==> src/rtl/sm_cfg_loader_pkg.sv <==
// rtl/sm_cfg_loader_pkg.sv - shared encodings for the switch-matrix config loader
package sm_cfg_loader_pkg;

  localparam logic [7:0] SYNC_DEFAULT = 8'hA5;

  localparam logic [2:0] SEL_HIZ    = 3'd0;
  localparam logic [2:0] SEL_TOP    = 3'd1;
  localparam logic [2:0] SEL_RIGHT  = 3'd2;
  localparam logic [2:0] SEL_BOTTOM = 3'd3;
  localparam logic [2:0] SEL_LEFT   = 3'd4;

  localparam logic [1:0] ERR_NONE  = 2'b00;
  localparam logic [1:0] ERR_RANGE = 2'b01;
  localparam logic [1:0] ERR_CSUM  = 2'b10;
  localparam logic [1:0] ERR_ABORT = 2'b11;

  typedef enum logic [1:0] {
    ST_IDLE   = 2'd0,
    ST_LOAD   = 2'd1,
    ST_CHECK  = 2'd2,
    ST_COMMIT = 2'd3
  } state_e;

endpackage

==> src/rtl/sm_cfg_loader_if.sv <==
// rtl/sm_cfg_loader_if.sv - byte stream handshake into the config loader
interface sm_cfg_loader_if;
  logic       in_valid;
  logic [7:0] in_data;
  logic       in_ready;

  modport master (output in_valid, output in_data, input in_ready);
  modport slave  (input in_valid, input in_data, output in_ready);
endinterface

==> src/rtl/sm_cfg_loader_entry_check.sv <==
// rtl/sm_cfg_loader_entry_check.sv - combinational range check of one entry byte
module sm_entry_check
  import sm_cfg_loader_pkg::*;
#(
  parameter int NTB = 5,
  parameter int NLR = 4
) (
  input  logic [7:0] entry,
  output logic       entry_ok
);

  logic [2:0] sel;
  logic [2:0] idx;
  logic       bad;

  assign sel = entry[2:0];
  assign idx = entry[5:3];

  // idx only matters for sides that actually exist; hi-Z ignores it
  always_comb begin
    bad = 1'b0;
    if (entry[7:6] != 2'b00) bad = 1'b1;
    if (sel > SEL_LEFT) bad = 1'b1;
    if ((sel == SEL_TOP || sel == SEL_BOTTOM) && (32'(idx) >= NTB)) bad = 1'b1;
    if ((sel == SEL_RIGHT || sel == SEL_LEFT) && (32'(idx) >= NLR)) bad = 1'b1;
  end

  assign entry_ok = ~bad;

endmodule

==> src/rtl/sm_cfg_loader.sv <==
// rtl/sm_cfg_loader.sv - framed byte-stream loader for switch-matrix routing config
module sm_cfg_loader
  import sm_cfg_loader_pkg::*;
#(
  parameter int         NTB  = 5,
  parameter int         NLR  = 4,
  parameter logic [7:0] SYNC = SYNC_DEFAULT
) (
  input  logic                           clk,
  input  logic                           rst,
  sm_cfg_loader_if.slave                 s,
  input  logic                           cfg_abort,
  output logic [6*(2*NTB+2*NLR)-1:0]     cfg_out,
  output logic                           busy,
  output logic                           cfg_done,
  output logic                           cfg_err,
  output logic [1:0]                     err_code
);

  localparam int NE = 2*NTB + 2*NLR;
  localparam int W  = 6*NE;
  localparam int CW = (NE > 1) ? $clog2(NE) : 1;
  localparam logic [CW-1:0] LAST = CW'(NE-1);

  state_e        state_q, state_d;
  logic [CW-1:0] cnt_q, cnt_d;
  logic [7:0]    csum_q, csum_d;
  logic          rng_q, rng_d;
  logic [W-1:0]  shadow_q, shadow_d;
  logic [W-1:0]  cfg_q, cfg_d;
  logic          done_q, done_d;
  logic          err_q, err_d;
  logic [1:0]    code_q, code_d;

  logic          in_frame;
  logic          ready_w;
  logic          accept;
  logic          entry_ok;

  sm_entry_check #(.NTB(NTB), .NLR(NLR)) u_check (
    .entry    (s.in_data),
    .entry_ok (entry_ok)
  );

  assign in_frame = (state_q == ST_LOAD) || (state_q == ST_CHECK);
  assign ready_w  = (state_q != ST_COMMIT) && !(cfg_abort && in_frame);
  assign accept   = s.in_valid && ready_w;

  // The commit decision is taken as the checksum byte is accepted so that
  // cfg_out and the result pulse are both visible during the COMMIT cycle.
  always_comb begin
    state_d  = state_q;
    cnt_d    = cnt_q;
    csum_d   = csum_q;
    rng_d    = rng_q;
    shadow_d = shadow_q;
    cfg_d    = cfg_q;
    done_d   = 1'b0;
    err_d    = 1'b0;
    code_d   = ERR_NONE;
    case (state_q)
      ST_IDLE: begin
        if (accept && s.in_data == SYNC) begin
          state_d = ST_LOAD;
          cnt_d   = '0;
          csum_d  = 8'h00;
          rng_d   = 1'b0;
        end
      end
      ST_LOAD: begin
        if (cfg_abort) begin
          state_d = ST_IDLE;
          err_d   = 1'b1;
          code_d  = ERR_ABORT;
        end else if (accept) begin
          shadow_d[32'(cnt_q)*6 +: 6] = s.in_data[5:0];
          csum_d = csum_q ^ s.in_data;
          rng_d  = rng_q | ~entry_ok;
          if (cnt_q == LAST) begin
            state_d = ST_CHECK;
            cnt_d   = '0;
          end else begin
            cnt_d = cnt_q + CW'(1);
          end
        end
      end
      ST_CHECK: begin
        if (cfg_abort) begin
          state_d = ST_IDLE;
          err_d   = 1'b1;
          code_d  = ERR_ABORT;
        end else if (accept) begin
          state_d = ST_COMMIT;
          if (rng_q) begin
            err_d  = 1'b1;
            code_d = ERR_RANGE;
          end else if (csum_q != s.in_data) begin
            err_d  = 1'b1;
            code_d = ERR_CSUM;
          end else begin
            cfg_d  = shadow_q;
            done_d = 1'b1;
          end
        end
      end
      ST_COMMIT: state_d = ST_IDLE;
      default:   state_d = ST_IDLE;
    endcase
  end

  always_ff @(posedge clk or posedge rst) begin
    if (rst) begin
      state_q  <= ST_IDLE;
      cnt_q    <= '0;
      csum_q   <= 8'h00;
      rng_q    <= 1'b0;
      shadow_q <= '0;
      cfg_q    <= '0;
      done_q   <= 1'b0;
      err_q    <= 1'b0;
      code_q   <= ERR_NONE;
    end else begin
      state_q  <= state_d;
      cnt_q    <= cnt_d;
      csum_q   <= csum_d;
      rng_q    <= rng_d;
      shadow_q <= shadow_d;
      cfg_q    <= cfg_d;
      done_q   <= done_d;
      err_q    <= err_d;
      code_q   <= code_d;
    end
  end

  assign s.in_ready = ready_w;
  assign cfg_out    = cfg_q;
  assign busy       = (state_q != ST_IDLE);
  assign cfg_done   = done_q;
  assign cfg_err    = err_q;
  assign err_code   = code_q;

endmodule

==> src/flat_wrapper.sv <==
// flat-port wrapper written by rule: the top's interface ports become plain ports
module sm_cfg_loader_flat import sm_cfg_loader_pkg::*;
#(
  parameter int         NTB  = 5,
  parameter int         NLR  = 4,
  parameter logic [7:0] SYNC = SYNC_DEFAULT
)
  (clk, rst, cfg_abort, cfg_out, busy, cfg_done, cfg_err, err_code, s_in_valid, s_in_data, s_in_ready);
  sm_cfg_loader_if s_i ();
  input  logic clk;
  input  logic rst;
  input  logic cfg_abort;
  output logic [6*(2*NTB+2*NLR)-1:0] cfg_out;
  output logic busy;
  output logic cfg_done;
  output logic cfg_err;
  output logic [1:0] err_code;
  input wire logic [$bits(s_i.in_valid)-1:0] s_in_valid;
  input wire logic [$bits(s_i.in_data)-1:0] s_in_data;
  output wire logic [$bits(s_i.in_ready)-1:0] s_in_ready;
  assign s_i.in_valid = s_in_valid;
  assign s_i.in_data = s_in_data;
  assign s_in_ready = s_i.in_ready;
  sm_cfg_loader #(.NTB(NTB), .NLR(NLR), .SYNC(SYNC)) u_core (.clk(clk), .rst(rst), .s(s_i), .cfg_abort(cfg_abort), .cfg_out(cfg_out), .busy(busy), .cfg_done(cfg_done), .cfg_err(cfg_err), .err_code(err_code));
endmodule
==> config.mk <==
export PLATFORM = sky130hd
export DESIGN_NAME = sm_cfg_loader_flat
export DESIGN_NICKNAME = d
export VERILOG_FILES = /design/src/rtl/sm_cfg_loader_pkg.sv /design/src/rtl/sm_cfg_loader_if.sv /design/src/rtl/sm_cfg_loader_entry_check.sv /design/src/rtl/sm_cfg_loader.sv /design/src/flat_wrapper.sv
export SDC_FILE = /design/constraint.sdc
export NUM_CORES = 1
export LEC_CHECK = 0
export ABC_AREA = 1
export CAP_MARGIN = 20
export CORE_MARGIN = 3
export CORE_UTILIZATION = 50
export DETAILED_ROUTE_END_ITERATION = 7
export MAX_ROUTING_LAYER = met4
export PLACE_DENSITY = 0.75
export SETUP_SLACK_MARGIN = 0.3
export SLEW_MARGIN = 20
export SYNTH_ARGS = -nofsm -noshare
export SYNTH_HDL_FRONTEND = slang
export SYNTH_SLANG_ARGS = --single-unit
==> constraint.sdc <==
create_clock -name clk -period 11.8 [get_ports clk]
set_clock_uncertainty 0.1 [all_clocks]
set_input_delay 2.36 -clock clk [delete_from_list [all_inputs] [get_ports clk]]
set_output_delay 2.36 -clock clk [all_outputs]
set_load 0.02 [all_outputs]
==> results.cfg <==
[status]
run_status = completed

[final_layout]
syn_to_final_growth_pct = 20.0
regArea_um2 = 5910
layout_common_cells = nand2_1 (590), dfrtp_1 (236), clkdlybuf4s50_1 (125), nand3_1 (89), inv_1 (83)
final_common_cell = nand2_1
fillers = 1939
antenna_cells = 0
multi_input_area_um2 = 4650
final_core_util = 0.613
nets = 1523
drive_gt1_frac = 0.0694
finalNonFillerCells = 1794

[cts]
clk_pin_slew_ns = 0.06
cts-root-buf = clkbuf_16
post_cts.repair.setup_buffers = 0
cts.path.max_buffers = 3
cts_sinks = 236
cts_tree = done
cts-resized-gates = 0
clock_latency_ns = 0.55
cts_hold_buf = 0
cts_max_level = 1
cts_buffers = 25

[routing]
vias_per_cell = 5.38
drt_pass1_iterations = 5
drc = 0
drt-initial-drc-count = 732
antenna_left = 0
drt-total-wl_um = 32100
post_drt_wl_per_cell_um = 17.9
num_vias = 9656

[logic_synthesis]
synth_top_area_frac = 0.528
synth_area_per_cell_um2 = 8.04
netlist-cell-type-count = 42
synth_cells = 1390
synth_area_leaders = dfrtp_1 (53%), nand2_1 (20%), nand3_1 (4.0%), o21ai_0 (3.6%), inv_1 (2.9%)
yosysSeqAreaShare = 0.528
synth_area_leader_cell = dfrtp_1
synth_nets = 1417
synth-seq-cells = 236
yosysWarningCount = 0
syn_area_um2 = 11200

[placed_design]
dp_cells = 1749
io_buffers = 125
gp_congestion = 1.01
detailed_place_hpwl_um = 22800

[setup_path]
reg2reg_depth = 12
slowest_stage = clkdlybuf4s50_1
crit_type = input port to primary output
cp-start-kind = input port
crit_fanout = 5
cp_top_family = buffers and inverters
timing.critical_path.mode_cell = clkdlybuf4s50_1
path_cells = clkdlybuf4s50_1 -> a21oi_2 -> clkdlybuf4s50_1
max_stage_delay_ns = 0.62
worst-path-buf-inv = 2
crit_cells = 3
cp.required_ns = 9.34
crit_arrival_ns = 3.68
end_kind = primary output

[sta]
max_freq_mhz = 163
tightest_slew_ns = 0.992
period_share = 0.520
timing.hold.ws_ns = 0.367
rsz0062_at_grt = false
finalSetupViolCount = 0
finalHoldViolations = 0
period_needed_ns = 6.14
relSlewSlack = 0.339
fin_tns_setup_ns = 0
slew_viol_final = 0

[power]
peakVddDrop_mv = 0.202
p_per_area_nw_per_um2 = 252
p_leak_uw = 0.00666

[floorplan]
rows = 54
chipHeight_um = 156
core_area_um2 = 21900
num_io_pins = 126
die_w_um = 156
floorplan.initialDensity = 0.511
die_area_um2 = 24200

[min_path]
min_path_cells = 2
min_path_type = flop to flop

[grt]
grt_pass1_wl_um = 51200
grt_overflow = 0
grt_max_degree = 88
antenna_found_initial = 0
grt_pass1_vias = 9398
grt.total_usage = 0.273

[job]
drv_cap = 0
[cells in the mapped netlist, drive strengths merged]
master / n
ha: 14
nor3b: 1
o21ai: 115
nand2: 601
fa: 1
or2: 2
o22ai: 1
a31oi: 2
nor3: 14
nor4: 4
buf: 26
a2bb2oi: 1
clkinv: 4
xnor2: 8
o31ai: 10
nor2: 88
nand3: 93
clkbuf: 25
nand4: 25
a21oi: 22
dfrtp: 236
inv: 96
o221ai: 1
[cells by family after synthesis]
group | Yosys count | synth area share
buf+inv | 151 | 0.0561
fa+ha+maj | 15 | 0.0175
simple gates | 828 | 0.320
compound gates | 152 | 0.0720
xor+xnor | 8 | 0.00627
flops | 236 | 0.528
[layout make-up]
type | instances | area share
Tap cell | 280 | 0.0261
Multi-Input combinational cell | 1003 | 0.346
Clock buffer | 35 | 0.0539
Timing Repair Buffer | 130 | 0.0960
Clock inverter | 10 | 0.00886
Inverter | 100 | 0.0286
Sequential cell | 236 | 0.440
[worst reg2reg max path, cell delays in order (launching register included)]
cell and delay [ns]:
dfrtp_1 0.81, inv_1 0.41, ha_1 0.54, nor2_8 0.28, inv_2 0.08, o21ai_1 0.15, nand2_2 0.45, nor2_2 0.83
inv_1 0.16, nor4_1 0.75, nand2_1 0.25, nand2_1 0.11, o21ai_1 0.07
[where the power goes]
| group | total [uW] | switching (uW) | internal [uW] | leakage [uW] |
|---|---|---|---|---|
| combinational | 1590 | 1250 | 336 | 0.00308 |
| clock | 803 | 330 | 473 | 0.000422 |
| sequential | 985 | 75.7 | 909 | 0.00316 |
| total | 3380 | 1660 | 1720 | 0.00666 |
[state kept, by name, summed over array words and instances, names as in the netlist]
signal / cells
u_core.cnt_q: 5
u_core.err_code: 2
u_core.rng_q: 1
u_core.shadow_q: 108
u_core.cfg_done: 1
u_core.state_q: 2
u_core.cfg_err: 1
u_core.cfg_out: 108
u_core.csum_q: 8
[path summary, 6_finish.rpt]
kind                                     start                  end  slack (ns)
setup / recovery                     cfg_abort           s_in_ready        5.66
hold / removal             u_core.shadow_q[10]   u_core.cfg_out[10]        0.37
setup reg to reg               u_core.cnt_q[0]  u_core.shadow_q[16]        6.70
hold reg to reg            u_core.shadow_q[10]   u_core.cfg_out[10]        0.37
max in group asynchronous                  rst      u_core.cnt_q[2]        7.97
min in group asynchronous                  rst  u_core.shadow_q[54]        2.19
[metrics by stage]
| step | area, um^2 | power (uW) | setup WS [ns] |
|---|---|---|---|
| after global placement | 12600 | 2540 | 5.68 |
| after global routing | 13400 | 3550 | 5.62 |
| after floorplan | 11200 | 2080 | 2.87 |
| after CTS | 13400 | 3350 | 5.66 |
| final | 13400 | 3380 | 5.66 |
| after detailed placement | 12600 | 2540 | 5.67 |
[layer usage]
metal,wire length (um),global-route usage,vias to the layer above
met5,0,-,-
met4,1430,0.102,0
met3,1820,0.0355,88
met2,15100,0.435,306
met1,13700,0.362,4616
li1,-,-,4646
(Power assumes the default switching activity.)
